### src/rtl/secure_scan_sequencer.sv
// ---------------------------------------------------------------------------
// secure_scan_sequencer
//
// Runs one complete scan-test session on the AES core scan chain (shift-in,
// capture, shift-out) from a single scan_start pulse.  It also holds the
// sticky secure-lock latch: once secure_mode is seen, scan stays disabled
// and functional key load stays enabled until reset_n.
//
// Optional build macro: SECURE_ZEROIZE_EN
//   When defined, a secure_mode event first passes through a ZEROIZE state
//   that holds the extra output `zeroize` high for ZERO_CYCLES cycles before
//   LOCK is reached.  When undefined, secure_mode enters LOCK directly and
//   the `zeroize` port does not exist.
//
// Parameters:
//   CHAIN_LEN      scan chain length (shift cycles per phase), >= 1
//   CAPTURE_CYCLES functional cycles held in CAPTURE, >= 1
//   ZERO_CYCLES    zeroize pulse length (SECURE_ZEROIZE_EN only), >= 1
//
// Ports:
//   clk          in   system clock, rising edge
//   reset_n      in   asynchronous active-low reset
//   test_mode    in   tester requests test access (level)
//   secure_mode  in   lock request; a single-cycle high is enough
//   scan_start   in   one-cycle pulse, starts a session from IDLE
//   scan_in_en   out  chain accepts serial input (SHIFT_IN)
//   scan_out_en  out  chain serial output observable (SHIFT_OUT)
//   scan_mode    out  scan muxes select chain path (shift phases)
//   scan_capture out  capture cycle in progress
//   scan_busy    out  session active (shift/capture phases)
//   scan_done    out  one-cycle pulse, session completed
//   scan_abort   out  one-cycle pulse, session aborted
//   loadkey      out  functional key load permitted
//   locked       out  secure lock active
//   zeroize      out  chain/state clear pulse (SECURE_ZEROIZE_EN only)
//   shift_count  out  shift index within the current shift phase
// ---------------------------------------------------------------------------
module secure_scan_sequencer #(
  parameter int CHAIN_LEN      = 128,
  parameter int CAPTURE_CYCLES = 1,
  parameter int ZERO_CYCLES    = 4
) (
  input  logic                               clk,
  input  logic                               reset_n,
  input  logic                               test_mode,
  input  logic                               secure_mode,
  input  logic                               scan_start,
  output logic                               scan_in_en,
  output logic                               scan_out_en,
  output logic                               scan_mode,
  output logic                               scan_capture,
  output logic                               scan_busy,
  output logic                               scan_done,
  output logic                               scan_abort,
  output logic                               loadkey,
  output logic                               locked,
`ifdef SECURE_ZEROIZE_EN
  output logic                               zeroize,
`endif
  output logic [$clog2(CHAIN_LEN+1)-1:0]     shift_count
);

  // One shared phase counter covers shift, capture and zeroize phases, so
  // it is sized for the longest of them.
  localparam int MAX_A   = (CHAIN_LEN > CAPTURE_CYCLES) ? CHAIN_LEN : CAPTURE_CYCLES;
  localparam int MAX_CNT = (MAX_A > ZERO_CYCLES) ? MAX_A : ZERO_CYCLES;
  localparam int CNT_W   = $clog2(MAX_CNT + 1);
  localparam int SC_W    = $clog2(CHAIN_LEN + 1);

  typedef enum logic [2:0] {
    S_IDLE,
    S_SHIFT_IN,
    S_CAPTURE,
    S_SHIFT_OUT,
    S_DONE,
    S_LOCK,
    S_ZEROIZE
  } state_t;

`ifdef SECURE_ZEROIZE_EN
  localparam state_t S_LOCK_ENTRY = S_ZEROIZE;
`else
  localparam state_t S_LOCK_ENTRY = S_LOCK;
`endif

  state_t             r_state;
  logic [CNT_W-1:0]   r_cnt;

  state_t             w_state_next;
  logic [CNT_W-1:0]   w_cnt_next;
  logic               w_abort_next;
  logic               w_active;

  // Next-state decision.  Priority: secure_mode, then test_mode low, then
  // the normal sequence.  LOCK (and ZEROIZE, once entered) ignore inputs.
  always_comb begin
    w_state_next = r_state;
    w_cnt_next   = r_cnt;
    w_abort_next = 1'b0;
    w_active     = (r_state == S_SHIFT_IN) || (r_state == S_CAPTURE) ||
                   (r_state == S_SHIFT_OUT);

    if (r_state == S_LOCK) begin
      w_state_next = S_LOCK;
      w_cnt_next   = '0;
`ifdef SECURE_ZEROIZE_EN
    end else if (r_state == S_ZEROIZE) begin
      if (r_cnt == CNT_W'(ZERO_CYCLES - 1)) begin
        w_state_next = S_LOCK;
        w_cnt_next   = '0;
      end else begin
        w_cnt_next = r_cnt + 1'b1;
      end
`endif
    end else if (secure_mode) begin
      w_state_next = S_LOCK_ENTRY;
      w_cnt_next   = '0;
      w_abort_next = w_active;
    end else if (w_active && !test_mode) begin
      w_state_next = S_IDLE;
      w_cnt_next   = '0;
      w_abort_next = 1'b1;
    end else begin
      case (r_state)
        S_IDLE: begin
          if (scan_start && test_mode) begin
            w_state_next = S_SHIFT_IN;
            w_cnt_next   = '0;
          end
        end
        S_SHIFT_IN: begin
          if (r_cnt == CNT_W'(CHAIN_LEN - 1)) begin
            w_state_next = S_CAPTURE;
            w_cnt_next   = '0;
          end else begin
            w_cnt_next = r_cnt + 1'b1;
          end
        end
        S_CAPTURE: begin
          if (r_cnt == CNT_W'(CAPTURE_CYCLES - 1)) begin
            w_state_next = S_SHIFT_OUT;
            w_cnt_next   = '0;
          end else begin
            w_cnt_next = r_cnt + 1'b1;
          end
        end
        S_SHIFT_OUT: begin
          if (r_cnt == CNT_W'(CHAIN_LEN - 1)) begin
            w_state_next = S_DONE;
            w_cnt_next   = '0;
          end else begin
            w_cnt_next = r_cnt + 1'b1;
          end
        end
        S_DONE: begin
          w_state_next = S_IDLE;
          w_cnt_next   = '0;
        end
        default: begin
          w_state_next = S_IDLE;
          w_cnt_next   = '0;
        end
      endcase
    end
  end

  // State register plus registered outputs decoded from the next state, so
  // every output changes on the same edge as the state it describes.
  always_ff @(posedge clk or negedge reset_n) begin
    if (!reset_n) begin
      r_state      <= S_IDLE;
      r_cnt        <= '0;
      scan_in_en   <= 1'b0;
      scan_out_en  <= 1'b0;
      scan_mode    <= 1'b0;
      scan_capture <= 1'b0;
      scan_busy    <= 1'b0;
      scan_done    <= 1'b0;
      scan_abort   <= 1'b0;
      loadkey      <= 1'b0;
      locked       <= 1'b0;
`ifdef SECURE_ZEROIZE_EN
      zeroize      <= 1'b0;
`endif
      shift_count  <= '0;
    end else begin
      r_state      <= w_state_next;
      r_cnt        <= w_cnt_next;
      scan_in_en   <= (w_state_next == S_SHIFT_IN);
      scan_out_en  <= (w_state_next == S_SHIFT_OUT);
      scan_mode    <= (w_state_next == S_SHIFT_IN) || (w_state_next == S_SHIFT_OUT);
      scan_capture <= (w_state_next == S_CAPTURE);
      scan_busy    <= (w_state_next == S_SHIFT_IN) || (w_state_next == S_CAPTURE) ||
                      (w_state_next == S_SHIFT_OUT);
      scan_done    <= (w_state_next == S_DONE);
      scan_abort   <= w_abort_next;
      loadkey      <= (w_state_next == S_LOCK);
      locked       <= (w_state_next == S_LOCK) || (w_state_next == S_ZEROIZE);
`ifdef SECURE_ZEROIZE_EN
      zeroize      <= (w_state_next == S_ZEROIZE);
`endif
      // The counter never exceeds CHAIN_LEN-1 in a shift state, so the low
      // SC_W bits carry the whole value there.
      if ((w_state_next == S_SHIFT_IN) || (w_state_next == S_SHIFT_OUT))
        shift_count <= w_cnt_next[SC_W-1:0];
      else
        shift_count <= '0;
    end
  end

endmodule

### config.mk
export PLATFORM = sky130hd
export DESIGN_NAME = secure_scan_sequencer
export DESIGN_NICKNAME = d
export VERILOG_FILES = /design/src/rtl/secure_scan_sequencer.sv
export SDC_FILE = /design/constraint.sdc
export NUM_CORES = 1
export LEC_CHECK = 0
export ABC_CLOCK_PERIOD_IN_PS = 2300
export CORE_MARGIN = 4
export CORE_UTILIZATION = 30
export DETAILED_ROUTE_END_ITERATION = 7
export GPL_TIMING_DRIVEN = 1
export HOLD_SLACK_MARGIN = 0.15
export PLACE_DENSITY = 0.47
export RECOVER_POWER = 25
export SYNTH_ARGS = -nofsm -noshare
export SYNTH_HDL_FRONTEND = slang
export SYNTH_SLANG_ARGS = --single-unit
### constraint.sdc
create_clock -name clk -period 2.3 [get_ports clk]
set_input_delay 0.46 -clock clk [delete_from_list [all_inputs] [get_ports clk]]
set_output_delay 0.46 -clock clk [all_outputs]
set_load 0.02 [all_outputs]
==> summary.txt <==
Floorplanning
  • Starting Density: 31.0%
  • Die height: 77.8 µm
  • Die area: 0.00606 mm²
  • Chip width: 77.8 µm
  • Row count: 25
  • I/O pin cnt: 22
  • Core Footprint: approximately 0.0047 mm²

CTS
  • # clock sinks: 28
  • CTS tree: done
  • CTS resizes: 0
  • Worst-path clk slew: around 0.10 ns
  • Hold Buf Count CTS: 0
  • # H-tree levels: 1
  • Root Buffer: clkbuf_8
  • Clock Latency Late Sink: 0.28 ns
  • Bufs on Longest Clock Path: 2
  • # Post-CTS Setup Buffers: 0
  • Cts bufs inserted: 3

Timing
  • Max_slew headroom: 54.9%
  • Tcrit/Tclk final: between 80% and 90%
  • Worst Clk Skew: around 0.0034 ns
  • FMAX: around 0.5 GHz
  • Final Hold Viols: 0
  • Minimum clock period: a little under 2 ns
  • Max-slew violations: 0
  • Unrepaired setup endpoints after global routing: false
  • Endpoints failing setup: 0
  • Worst-Margin Slew: approximately 0.68 ns
  • TNS Setup: 0 ns
  • PnR worst setup slack: 0.324 ns

Cells and area
  • Most common cell after layout, fill and taps aside: dfrtp_1
  • Area grow syn2layout: 22.9%
  • N_diodes: 0
  • Share of cells above drive strength 1: 16.6%
  • NumNets Final: 165
  • Commonest cells after routing, fill and taps aside: dfrtp_1 (28), clkdlybuf4s50_1 (20), a21oi_1 (12), inv_1 (10), nor2_1 (10)
  • Cell area after layout: approximately 0.0018 mm²

Run
  • Max-cap viol count: 0

GRT
  • First-pass GRT wire length: 5580 µm
  • Vias in the first global route: between 1000 and 1500
  • Initial antenna violation count: 0
  • Tot GR Track Use: 11.6%
  • Total gr overflow: 0
  • Largest net degree at the start of global routing: 29

Setup path
  • Worst Setup End Kind: flop
  • Reg2reg setup slack: 0.32 ns
  • Critical setup path kind: reg -> reg
  • Worst Path Max Fanout: 7
  • Worst Setup Start Kind: flop
  • Critical Path RT: 2.52 ns
  • WP data arrival: ~2.2 ns

Synth
  • Distinct cell type count after synthesis: 49
  • Syn Std Cell Area: 0.00146 mm²
  • Syn Inst Count: approximately 130
  • Syn avg cell area: approximately 11 µm²
  • Post-synthesis sequential area ratio: 47.9%
  • Seq cells post-synth: 28
  • YS warnings: 0
  • Syn_nets: 140

Detailed routing
  • Wire length on met3: between 100 and 150 µm
  • Vias after detailed routing: approximately 1100
  • Top sig layer: met4
  • Met1 Wirelength: 1470 µm
  • Met2 WL: 1540 µm
  • WL per Instance: 14.2 µm
  • Drt drc: 0
  • Drt first pass iters: 3
  • DR iter-0 viols: 66
  • Vias/cell: 4.83
  • Routed WL: 3190 µm
  • Post-route antenna net violation count: 0

Pwr
  • Pwr Total: a little over 1000 µW
  • Cell Pwr Density: 562 mW/mm²
  • Pleak: 0.000731 µW
  • Peak supply drop: between 0.2 and 0.3 mV

Placement
  • GP Congestion: 0.797
  • Dpl ws: between 0.15 and 0.2 ns
  • HPWL Detailed: 2220 µm
  • DP Area: 0.00173 mm²
  • Number of port buffers: 21

Min path
  • Worst Hold Class: reg -> reg

Run status
  • Status: completed
## cells in the mapped netlist, drive strengths merged
cell type  count  share of area (%)
a2111o         1               0.77
a2111oi        3                3.5
a211oi         3                1.9
a21boi         1               0.77
a21oi         14                5.8
a22oi          2                2.0
a31o           1               0.60
a31oi          2                1.9
and2           1               0.43
and2b          2                1.2
and3           4                1.8
and4           1               0.60
and4b          1               0.94
buf            3                2.1
clkbuf         2                1.9
dfrtp         28                 48
ha             2                1.7
inv           10                2.6
mux2i          1               0.68
nand2          7                1.8
nand2b         1               0.43
nand3          2               0.68
nand3b         1               0.51
nand4          1               0.43
nor2          10                2.6
nor2b          2               0.86
nor3           7                2.7
nor4           2               0.86
nor4b          1                1.6
o21a           3                1.5
o21ai          4                1.6
o21ba          1               0.68
o21bai         1               0.51
o22ai          3                1.3
o31ai          3                1.5
or3b           1               0.77
xnor2          1               0.60
## cell type report
type / instances / area, µm²
clock buffers: 3 / 41.3
clock inverters: 1 / 30.0
fillers: 461 / 2930
inverters: 10 / 37.5
multi-input cells: 90 / 667
flip-flops and latches: 28 / 701
well taps: 67 / 83.8
repair buffers: 25 / 238
## critical path: stages (launching register included)
cell,delay [ns]
dfrtp_1,0.52
ha_1,0.31
and3_2,0.27
and3_1,0.23
mux2i_1,0.37
and3_1,0.21
## cells by family (layout without fill, tap and decap cells)
logic type                 count (synthesis)  after routing  share of synthesized area (%)
adders and majority gates                  2              2                           1.71
and+or+nand+nor                           44             44                           18.2
buffers and inverters                     15             39                           6.50
muxes                                      1              1                          0.684
AOI/OAI and AO/OA                         42             42                           24.4
DFF                                       28             28                           47.9
xor gates and xnor gates                   1              1                          0.599
## registers in the layout, indices dropped and copies added, names as in the netlist
name / count
scan_busy: 1
scan_capture: 1
r_cnt: 8
scan_abort: 1
scan_out_en: 1
shift_count: 8
scan_done: 1
loadkey: 1
locked: 1
r_state: 3
scan_in_en: 1
scan_mode: 1
## per-layer routing
layer	vias up	global-route usage, %
met5	-	0
met4	0	3.91
met3	2	3.71
met2	20	19.1
met1	530	14.3
li1	531	-
## report_power, final
| group | switching [µW] | internal, µW | total [µW] |
|---|---|---|---|
| combinational | 57.6 | 40.7 | 98.3 |
| clock | 160 | 233 | 393 |
| sequential | 15.5 | 503 | 519 |
| total | 233 | 777 | 1010 |
## path summary, 6_finish.rpt
path	startpoint	endpoint	cells after the start
max in group asynchronous	reset_n	r_cnt[2]	2
setup reg to reg	r_cnt[0]	scan_done	5
setup / recovery	r_cnt[0]	scan_done	5
hold reg to reg	r_cnt[1]	shift_count[1]	2
min in group asynchronous	reset_n	shift_count[3]	2
hold / removal	r_cnt[1]	shift_count[1]	2
## per-stage QoR
step	utilization, %	instances	hold WS (ns)
floorplan	-	133	0.164
global placement	36.6	220	0.605
detailed placement	36.6	220	0.628
CTS	38.1	224	0.567
global route	38.1	224	0.666
finish	38.1	224	0.639
(Power assumes the default switching activity.)
